===== src/rtl/branch_pkg.sv =====
// Shared opcode and branch-history counter constants for the branch resolve unit.
package branch_pkg;

    localparam logic [4:0] BEQZ = 5'b01100;
    localparam logic [4:0] BNEZ = 5'b01101;
    localparam logic [4:0] BGEZ = 5'b01110;
    localparam logic [4:0] BLTZ = 5'b01111;

    localparam logic [1:0] SNT = 2'b00;
    localparam logic [1:0] WNT = 2'b01;
    localparam logic [1:0] WT  = 2'b10;
    localparam logic [1:0] ST  = 2'b11;

    function automatic logic is_branch(input logic [4:0] op);
        logic hit;
        case (op)
            BEQZ, BNEZ, BGEZ, BLTZ: hit = 1'b1;
            default:                hit = 1'b0;
        endcase
        return hit;
    endfunction

endpackage


===== src/rtl/sat_ctr2.sv =====
// Next-state logic for one 2-bit saturating branch counter (SNT..ST).
module sat_ctr2
    import branch_pkg::*;
(
    input  logic [1:0] cur,
    input  logic       taken,
    output logic [1:0] nxt
);

    // Step toward ST on taken, toward SNT otherwise, never wrapping.
    always_comb begin
        nxt = cur;
        if (taken) begin
            if (cur == ST) begin
                nxt = ST;
            end else begin
                nxt = cur + 2'd1;
            end
        end else begin
            if (cur == SNT) begin
                nxt = SNT;
            end else begin
                nxt = cur - 2'd1;
            end
        end
    end

endmodule


===== src/rtl/branch_resolve_unit.sv =====
// EX-stage branch resolution with a direct-mapped 2-bit BHT and registered flush request.
// Optional statistics counters are enabled with the BRANCH_STATS_EN macro.
module branch_resolve_unit
    import branch_pkg::*;
#(
    parameter int         DATA_W   = 16,
    parameter int         IDX_W    = 4,
    parameter logic [1:0] CTR_INIT = 2'b01
)
(
    input  logic              clk,
    input  logic              rst_n,
    input  logic [IDX_W-1:0]  if_idx,
    output logic              if_pred_taken,
    input  logic              ex_valid,
    input  logic              ex_stall,
    input  logic [4:0]        ex_op,
    input  logic [DATA_W-1:0] ex_rs,
    input  logic [IDX_W-1:0]  ex_idx,
    input  logic              ex_pred_taken,
    output logic              bt,
    output logic              mispredict,
    output logic              br_resolved
`ifdef BRANCH_STATS_EN
    ,
    output logic [15:0]       stat_branches,
    output logic [15:0]       stat_mispred
`endif
);

    localparam int DEPTH = 1 << IDX_W;

    logic [1:0] bht_r [DEPTH];
    logic       zero_s;
    logic       neg_s;
    logic       taken_s;
    logic       resolve_s;
    logic       wrong_s;
    logic [1:0] cur_s;
    logic [1:0] nxt_s;

    assign zero_s = (ex_rs == {DATA_W{1'b0}});
    assign neg_s  = ex_rs[DATA_W-1];

    // Fetch reads the stored counter directly: no bypass from a same-cycle update.
    assign if_pred_taken = bht_r[if_idx][1];

    // Branch condition from the full-width source register.
    always_comb begin
        taken_s = 1'b0;
        case (ex_op)
            BEQZ:    taken_s = zero_s;
            BNEZ:    taken_s = ~zero_s;
            BLTZ:    taken_s = neg_s;
            BGEZ:    taken_s = ~neg_s;
            default: taken_s = 1'b0;
        endcase
    end

    // An instruction seen while mispredict is high sits on the squashed path.
    assign resolve_s = ex_valid & ~ex_stall & is_branch(ex_op) & ~mispredict;
    assign wrong_s   = taken_s ^ ex_pred_taken;
    assign cur_s     = bht_r[ex_idx];

    sat_ctr2 u_sat_ctr2 (
        .cur   (cur_s),
        .taken (taken_s),
        .nxt   (nxt_s)
    );

    // Resolution outputs; bt holds between resolves, the pulses clear.
    always_ff @(posedge clk or negedge rst_n) begin
        if (!rst_n) begin
            bt          <= 1'b0;
            mispredict  <= 1'b0;
            br_resolved <= 1'b0;
        end else if (resolve_s) begin
            bt          <= taken_s;
            mispredict  <= wrong_s;
            br_resolved <= 1'b1;
        end else begin
            mispredict  <= 1'b0;
            br_resolved <= 1'b0;
        end
    end

    // Branch history table: one counter written per resolve.
    always_ff @(posedge clk or negedge rst_n) begin
        if (!rst_n) begin
            for (int i = 0; i < DEPTH; i++) begin
                bht_r[i] <= CTR_INIT;
            end
        end else if (resolve_s) begin
            bht_r[ex_idx] <= nxt_s;
        end else begin
            bht_r[ex_idx] <= cur_s;
        end
    end

`ifdef BRANCH_STATS_EN
    localparam logic [15:0] STAT_MAX = 16'hFFFF;

    logic [15:0] stat_branches_r;
    logic [15:0] stat_mispred_r;

    // Saturating resolve and mispredict counters.
    always_ff @(posedge clk or negedge rst_n) begin
        if (!rst_n) begin
            stat_branches_r <= 16'h0000;
            stat_mispred_r  <= 16'h0000;
        end else if (resolve_s) begin
            if (stat_branches_r != STAT_MAX) begin
                stat_branches_r <= stat_branches_r + 16'd1;
            end else begin
                stat_branches_r <= stat_branches_r;
            end
            if (wrong_s && (stat_mispred_r != STAT_MAX)) begin
                stat_mispred_r <= stat_mispred_r + 16'd1;
            end else begin
                stat_mispred_r <= stat_mispred_r;
            end
        end else begin
            stat_branches_r <= stat_branches_r;
            stat_mispred_r  <= stat_mispred_r;
        end
    end

    assign stat_branches = stat_branches_r;
    assign stat_mispred  = stat_mispred_r;
`endif

endmodule


===== config.mk =====
export PLATFORM = sky130hd
export DESIGN_NAME = branch_resolve_unit
export DESIGN_NICKNAME = d
export VERILOG_FILES = /design/src/rtl/branch_pkg.sv /design/src/rtl/sat_ctr2.sv /design/src/rtl/branch_resolve_unit.sv
export SDC_FILE = /design/constraint.sdc
export NUM_CORES = 1
export LEC_CHECK = 0
export ABC_AREA = 1
export ABC_CLOCK_PERIOD_IN_PS = 4200
export CAP_MARGIN = 25
export CORE_UTILIZATION = 41
export DETAILED_ROUTE_END_ITERATION = 10
export GPL_ROUTABILITY_DRIVEN = 0
export PLACE_DENSITY = 0.73
export SYNTH_ARGS = -nofsm -noshare
export SYNTH_HDL_FRONTEND = slang
export SYNTH_SLANG_ARGS = --single-unit

===== constraint.sdc =====
create_clock -name clk -period 4.2 [get_ports clk]
set_input_delay 0.84 -clock clk [delete_from_list [all_inputs] [get_ports clk]]
set_output_delay 0.84 -clock clk [all_outputs]
set_load 0.05 [all_outputs]

==> results of run 1 <==
power groups by stage:
stage	clock network (mW)	logic (mW)	registers (mW)
6_report	0.239	0.244	0.446
5_1_grt	0.257	0.278	0.451
4_1_cts	0.247	0.246	0.445
3_5_place_dp	0	0.244	0.451
3_3_place_gp	0	0.236	0.452
2_1_floorplan	0	0.172	0.442
metal layers:
| metal | global-route usage (%) | vias to the layer above | part of all wire, % |
|---|---|---|---|
| li1 | - | 1191 | - |
| met1 | 29.08 | 1040 | 49 |
| met2 | 33.62 | 51 | 45 |
| met3 | 3.678 | 9 | 4.1 |
| met4 | 6.364 | 0 | 1.4 |
| met5 | 0 | - | 0 |
logic make-up (layout without fill, tap and decap cells):
| logic type | Yosys count | after routing | synth area share [%] |
|---|---|---|---|
| buffers and inverters | 25 | 63 | 6.574 |
| AOI/OAI and AO/OA | 18 | 18 | 4.674 |
| DFF | 35 | 35 | 36.77 |
| and+or+nand+nor | 288 | 288 | 51.98 |
cells in the final DEF (no fill, tap or decap), drive strengths merged:
cell type	instances
a21oi	2
and3	1
buf	3
clkbuf	7
clkdlybuf4s50	37
clkinv	1
dfrtp	19
dfstp	16
inv	15
nand2	215
nand3	4
nand4	1
nor2	65
nor3	2
o211ai	1
o21a	1
o21ai	9
o221a	1
o221ai	1
o22ai	2
o31ai	1
worst max-delay path, stage by stage:
cell and delay, ps:
clkdlybuf4s50_1 540, inv_1 230, nor2_1 60, o221a_2 280, o31ai_1 190, clkdlybuf4s50_1 840
cell usage after synthesis (2+ instances only):
cell type | n | share of area [%]
o22ai_1 | 2 | 0.51
buf_6 | 4 | 1.8
nand2_1 | 168 | 26
o21ai_0 | 9 | 1.8
nor2_4 | 4 | 1.8
nand2_4 | 4 | 1.8
nor2_2 | 2 | 0.51
dfrtp_1 | 19 | 20
dfstp_2 | 16 | 17
nand2_2 | 43 | 11
inv_2 | 5 | 0.77
inv_1 | 10 | 1.5
nand3_1 | 4 | 0.82
nor2_1 | 59 | 9.1
nor3_1 | 2 | 0.41
buf_4 | 2 | 0.62
worst paths after layout:
check	from	end	cells after the start
worst max-delay path	if_idx[0]	if_pred_taken	6
worst min-delay path	bht_r[2]$_DFFE_PN1P_	bht_r[2]$_DFFE_PN1P_	2
worst max register to register	bht_r[16]$_DFFE_PN1P_	bht_r[30]$_DFFE_PN1P_	13
worst min register to register	bht_r[2]$_DFFE_PN1P_	bht_r[2]$_DFFE_PN1P_	2
max in group asynchronous	rst_n	bht_r[28]$_DFFE_PN1P_	2
min in group asynchronous	rst_n	bht_r[23]$_DFFE_PN0P_	1
area by class of cell:
type                            instances  area, um^2
Sequential cell                        35       895.9
Multi-Input combinational cell        306        1380
Inverter                               15       56.30
Clock buffer                            7       76.32
Fill cell                             559        2691
Timing Repair Buffer                   40       412.9
Tap cell                               72       90.09
Clock inverter                          1       5.005
registers in the layout (all words and copies together) (netlist names):
register     cells
mispredict       1
bt               1
br_resolved      1
bht_r           32
==> impl_metrics.toml, run 1 <==
[sta]
timing.fmax_mhz = 261.7
layout_setup_ws_ps = 378.8
period_needed_ps = 3821
max_slew_margin_pct = 65.73
maxSlewViolCount = 0
post-route-period-util_pct = 90.98
holdWs_ps = 470.9
fin_tns_setup_ps = 0
final-hold-violation-count = 0
rsz0062_at_grt = "false"
setup_violations = 0
tightest_slew_ps = 512.4
fin_skew_ps = 4.635

[die]
ioPinCount = 38
die_h_um = 79.08
core_um2 = 5608
die_area_um2 = 6254
die_x_um = 79.08
rows = 27
initial_core_util_pct = 43.44

[logic_synthesis]
yosysWarningCount = 0
avgSynthCellArea_um2 = 6.656
postSynthCellCount = 366
synth_edf_count = 0
seq_area_frac_synth_pct = 36.77
synth-seq-cells = 35
synth_area_um2 = 2436
synth_flop_cell = "dfrtp_1"
synth_async_sr_flop_share_pct = 100.0
syn_nets = 400
synth.distinct_cells = 29

[clocking]
cts_max_path_buffers = 2
h-tree-depth = 2
clkTransAtPathRegs_ps = 70
cts_sinks = 35
post-cts-setup-buffers = 0
cts_buffers = 5
clk-insertion-delay-late_ps = 290
cts_resized = 0
cts_tree = "done"
hold_buffers = 0
cts_root_buf = "clkbuf_8"

[worst_setup_path]
worstPathArrival_ps = 2980
start_kind = "input pin"
crit_fanout = 9
critical_path_class = "input pin to primary output"
required_ps = 3360
regToRegSetupSlack_ps = 2580
crit_path_end_kind = "primary output"

[detailed_routing]
vias_per_cell = 4.813
wl_per_cell_um = 11.95
post-route-drc-count = 0
initialDrtViolationCount = 106
drt_wl_total_mm = 5.690
firstDrtPassIters = 4
num_vias = 2291
antenna_left = 0

[global_routing]
grt_max_degree = 20
antenna_found_initial = 0
grt_pass1_wl_mm = 10.30
grt_pass1_vias = 2208
grtUsageTotal_pct = 21.09
grt_overflow = 0

[run_status]
status = "completed"

[layout]
diodes = 0
final_area_um2 = 2917
drive_above_1_share_pct = 21.04
synthToLayoutAreaGrowth_pct = 19.72
finalNonFillerCells = 476
utilization_pct = 52.01
nNetsFinal = 437

[power]
intPower_uw = 624.9
seqPwrFrac_pct = 48.0
p_sw_uw = 303.6
switching_share_pct = 32.70
power_uw = 928.5
p_leak_nw = 1.402
irDropWorstVdd_mv = 0.1482
clockPowerShare_pct = 25.7
powerDensity_nw_per_um2 = 318.3
comb_power_share_pct = 26.3

[hold_path]
min_path_type = "register to register"

[flow_run]
drv_cap = 0

[place]
port_buffers = 37
hpwl_mm = 4.327
dp.cells = 468
placed_cell_area_um2 = 2835
post-place-ws_ps = 362.0
No activity file was read; power rests on OpenSTA's default activity.
==> inputs of run 2 (changes only) <==
GPL_TIMING_DRIVEN = 0   (was not set)
==> impl_metrics.toml, run 2 (synthesis gave the netlist of run 1 again) <==
[worst_setup_path]
regToRegStartpoint = "bht_r[24]$_DFFE_PN1P_"
critPathCapture = "if_pred_taken"
crit_top_cell = "clkdlybuf4s50_1"
worstPathCellList = "clkdlybuf4s50_1, o21ai_0, o221a_2, o31ai_1, clkdlybuf4s50_1"
regToRegSetupSlack_ps = 2550
worst_path_max_delay_cell = "clkdlybuf4s50_1"
crit_path_end_kind = "primary output"
path_buf_inv = 2
r2r-end = "bht_r[0]$_DFFE_PN1P_"
path_delay_family = "buffers and inverters"
crit_fanout = 5
rr_worst_depth = 14
cp_slowest_stage_delay_ps = 830
worstPathArrival_ps = 2790
worst-path-stages = 5
critical_path_class = "input pin to primary output"
cp-startpoint = "if_idx[1]"
start_kind = "input pin"
required_ps = 3360

[clocking]
cts_root_buf = "clkbuf_8"
cts_resized = 0
post-cts-setup-buffers = 0
h-tree-depth = 2
clkTransAtPathRegs_ps = 70
cts_max_path_buffers = 2
cts_buffers = 5
hold_buffers = 0
clk-insertion-delay-late_ps = 290
cts_tree = "done"
cts_sinks = 35

[global_routing]
grt_pass1_vias = 2102
grt_overflow = 0
grtUsageTotal_pct = 20.25
grt_max_degree = 36
grt_pass1_wl_mm = 9.749
antenna_found_initial = 0

[run_status]
status = "completed"

[detailed_routing]
drt_wl_total_mm = 5.825
firstDrtPassIters = 5
antenna_left = 0
num_vias = 2263
wl_per_cell_um = 12.09
initialDrtViolationCount = 138
vias_per_cell = 4.695
post-route-drc-count = 0

[power]
powerDensity_nw_per_um2 = 319.7
p_leak_nw = 1.437
irDropWorstVdd_mv = 0.1473

[place]
port_buffers = 36
placed_cell_area_um2 = 2882
hpwl_mm = 4.398

[layout]
layout_commonest_cell = "nand2_1"
diodes = 0
largest_reg_flops = 32
regMostFlops = "bht_r"
nNetsFinal = 443
drive_above_1_share_pct = 22.68
synthToLayoutAreaGrowth_pct = 22.14
final_area_um2 = 2975
final_cell_mix = "nand2_1 (168), nor2_1 (59), nand2_2 (43)"

[die]
core_um2 = 5608
rows = 27
initial_core_util_pct = 43.44
die_h_um = 79.08
die_x_um = 79.08
ioPinCount = 38
die_area_um2 = 6254

[sta]
max_slew_margin_pct = 49.03
tightest_slew_ps = 764.5
maxSlewViolCount = 0
final-hold-violation-count = 0
timing.fmax_mhz = 275.7
setup_violations = 0
fin_tns_setup_ps = 0
post-route-period-util_pct = 86.35
period_needed_ps = 3627
rsz0062_at_grt = "false"
fin_skew_ps = 7.741

[hold_path]
min_path_type = "register to register"

[flow_run]
drv_cap = 0
run 2: cell type report:
class | count | area, um^2
fill | 549 | 2633
tap | 72 | 90.09
sequential | 35 | 895.9
inverter | 15 | 56.30
multi-input combinational | 306 | 1380
clock inverter | 2 | 11.26
clock buffer | 6 | 82.58
buffer | 10 | 103.9
timing repair buffer | 36 | 355.3
run 2: layer usage:
layer	vias to the layer above	part of all wire (%)	track usage [%]
met5	-	0	0
met4	0	1.6	6.727
met3	14	4.6	4.483
met2	48	47	32.59
met1	1001	47	26.84
li1	1200	-	-
run 2: power breakdown:
part           internal, mW  switching (mW)
Clock                 0.131           0.121
Sequential            0.406          0.0417
Combinational         0.107           0.144
run 2: through the flow:
step                setup slack (ps)  util (%)  power [mW]  hold WS [ps]  cells
finish                         573.1     53.06      0.9513         471.1    482
global route                   427.8     53.06       1.009         484.0    482
CTS                            561.8     53.06      0.9582         472.7    482
detailed placement             569.0     51.38      0.7036         456.7    474
global placement               601.9     51.47      0.6997         458.0    474
floorplan                      714.3         -      0.6145         447.8    366
run 2: worst min-delay path by stage:
| stage | startpoint | endpoint | slack [ps] | depth (start not counted) |
|---|---|---|---|---|
| global placement | bht_r[8]$_DFFE_PN1P_ | bht_r[8]$_DFFE_PN1P_ | 460 | 2 |
| finish | bht_r[26]$_DFFE_PN1P_ | bht_r[26]$_DFFE_PN1P_ | 470 | 2 |
| global route | bht_r[26]$_DFFE_PN1P_ | bht_r[26]$_DFFE_PN1P_ | 480 | 2 |
| floorplan | bht_r[16]$_DFFE_PN1P_ | bht_r[16]$_DFFE_PN1P_ | 450 | 2 |
| CTS | bht_r[16]$_DFFE_PN1P_ | bht_r[16]$_DFFE_PN1P_ | 470 | 2 |
| detailed placement | bht_r[8]$_DFFE_PN1P_ | bht_r[8]$_DFFE_PN1P_ | 460 | 2 |
run 2: tightest hold or removal path, stage by stage (launching register included):
cell	delay, ps
dfstp_2	370
nand2_1	50
nand2_1	50
==> inputs of run 3 (changes only) <==
SLEW_MARGIN = 20   (was not set)
==> impl_metrics.toml, run 3 (synthesis gave the netlist of run 1 again) <==
[run_status]
status = "completed"

[clocking]
hold_buffers = 0
cts_root_buf = "clkbuf_8"
clkTransAtPathRegs_ps = 80
cts_max_path_buffers = 2
cts_buffers = 5
post-cts-setup-buffers = 0
cts_tree = "done"
clk-insertion-delay-late_ps = 300
cts_sinks = 35
h-tree-depth = 2
cts_resized = 0

[global_routing]
antenna_found_initial = 0
grt_max_degree = 22
grt_pass1_vias = 2101
grt_overflow = 0
grt_pass1_wl_mm = 9.832
grtUsageTotal_pct = 20.50

[place]
placed_cell_area_um2 = 2909
hpwl_mm = 4.483
post-place-ws_ps = 565.0
port_buffers = 36

[detailed_routing]
initialDrtViolationCount = 117
wl_per_cell_um = 12.18
antenna_left = 0
post-route-drc-count = 0
num_vias = 2318
drt_wl_total_mm = 5.883
firstDrtPassIters = 4
vias_per_cell = 4.799

[sta]
setup_violations = 0
rsz0062_at_grt = "false"
tightest_slew_ps = 511.6
maxSlewViolCount = 0
max_slew_margin_pct = 65.78
final-hold-violation-count = 0
fin_skew_ps = 8.138
fin_tns_setup_ps = 0
timing.fmax_mhz = 274.8
post-route-period-util_pct = 86.66
period_needed_ps = 3640
holdWs_ps = 445.4
layout_setup_ws_ps = 560.3

[layout]
synthToLayoutAreaGrowth_pct = 23.27
drive_above_1_share_pct = 22.87
utilization_pct = 53.55
largest_reg_flops = 32
regMostFlops = "bht_r"
nNetsFinal = 444
layout_commonest_cell = "nand2_1"
diodes = 0
final_cell_mix = "nand2_1 (168), nor2_1 (59), nand2_2 (43)"
final_area_um2 = 3003

[power]
powerDensity_nw_per_um2 = 319.2
intPower_uw = 647.2
switching_share_pct = 32.48
irDropWorstVdd_mv = 0.1332
clockPowerShare_pct = 26.8
comb_power_share_pct = 26.6
p_leak_nw = 1.449
seqPwrFrac_pct = 46.6
p_sw_uw = 311.3

[die]
ioPinCount = 38
die_x_um = 79.08
die_area_um2 = 6254
rows = 27
initial_core_util_pct = 43.44
die_h_um = 79.08
core_um2 = 5608

[worst_setup_path]
cp_slowest_stage_delay_ps = 830
worstPathArrival_ps = 2800
crit_fanout = 5
crit_top_cell = "clkdlybuf4s50_1"
worst_path_max_delay_cell = "clkdlybuf4s50_1"
critical_path_class = "input pin to primary output"
path_buf_inv = 3
crit_path_end_kind = "primary output"
worstPathCellList = "clkdlybuf4s50_1, inv_1, o21ai_0, o221a_2, o31ai_1, clkdlybuf4s50_1"
path_delay_family = "buffers and inverters"
regToRegSetupSlack_ps = 2530
required_ps = 3360
start_kind = "input pin"

[flow_run]
drv_cap = 0

[hold_path]
min_path_type = "input pin to async pin"
[run 3: path summary, 6_finish.rpt]
path,cells after the start,endpoint,from
setup / recovery,6,if_pred_taken,if_idx[1]
hold / removal,1,bht_r[11]$_DFFE_PN0P_,rst_n
setup reg to reg,14,bht_r[0]$_DFFE_PN1P_,bht_r[24]$_DFFE_PN1P_
hold reg to reg,2,bht_r[16]$_DFFE_PN1P_,bht_r[16]$_DFFE_PN1P_
max in group asynchronous,2,bht_r[14]$_DFFE_PN1P_,rst_n
min in group clk,2,bht_r[16]$_DFFE_PN1P_,bht_r[16]$_DFFE_PN1P_
[run 3: area by class of cell]
class / instances / area [um^2]
Buffer: 10 / 103.9
Clock buffer: 6 / 82.58
Clock inverter: 2 / 11.26
Fill cell: 567 / 2605
Inverter: 15 / 56.30
Multi-Input combinational cell: 306 / 1380
Sequential cell: 35 / 895.9
Tap cell: 72 / 90.09
Timing Repair Buffer: 37 / 382.9
[run 3: power groups by stage]
stage | Combinational, mW | Clock, mW | Sequential, mW
floorplan | 0.172 | 0 | 0.442
global placement | 0.246 | 0 | 0.453
detailed placement | 0.254 | 0 | 0.453
CTS | 0.256 | 0.260 | 0.447
global route | 0.287 | 0.277 | 0.452
finish | 0.255 | 0.257 | 0.447
[run 3: stage by stage]
step	instances	power, mW
global route	483	1.015
detailed placement	475	0.7068
floorplan	366	0.6145
CTS	483	0.9628
finish	483	0.9584
global placement	474	0.6997
[run 3: layer usage]
metal	up-vias	global-route usage, %	share of wire (%)
met5	-	0	0
met4	0	7.636	1.6
met3	11	4.483	4.8
met2	59	31.98	46
met1	1046	27.72	48
li1	1202	-	-
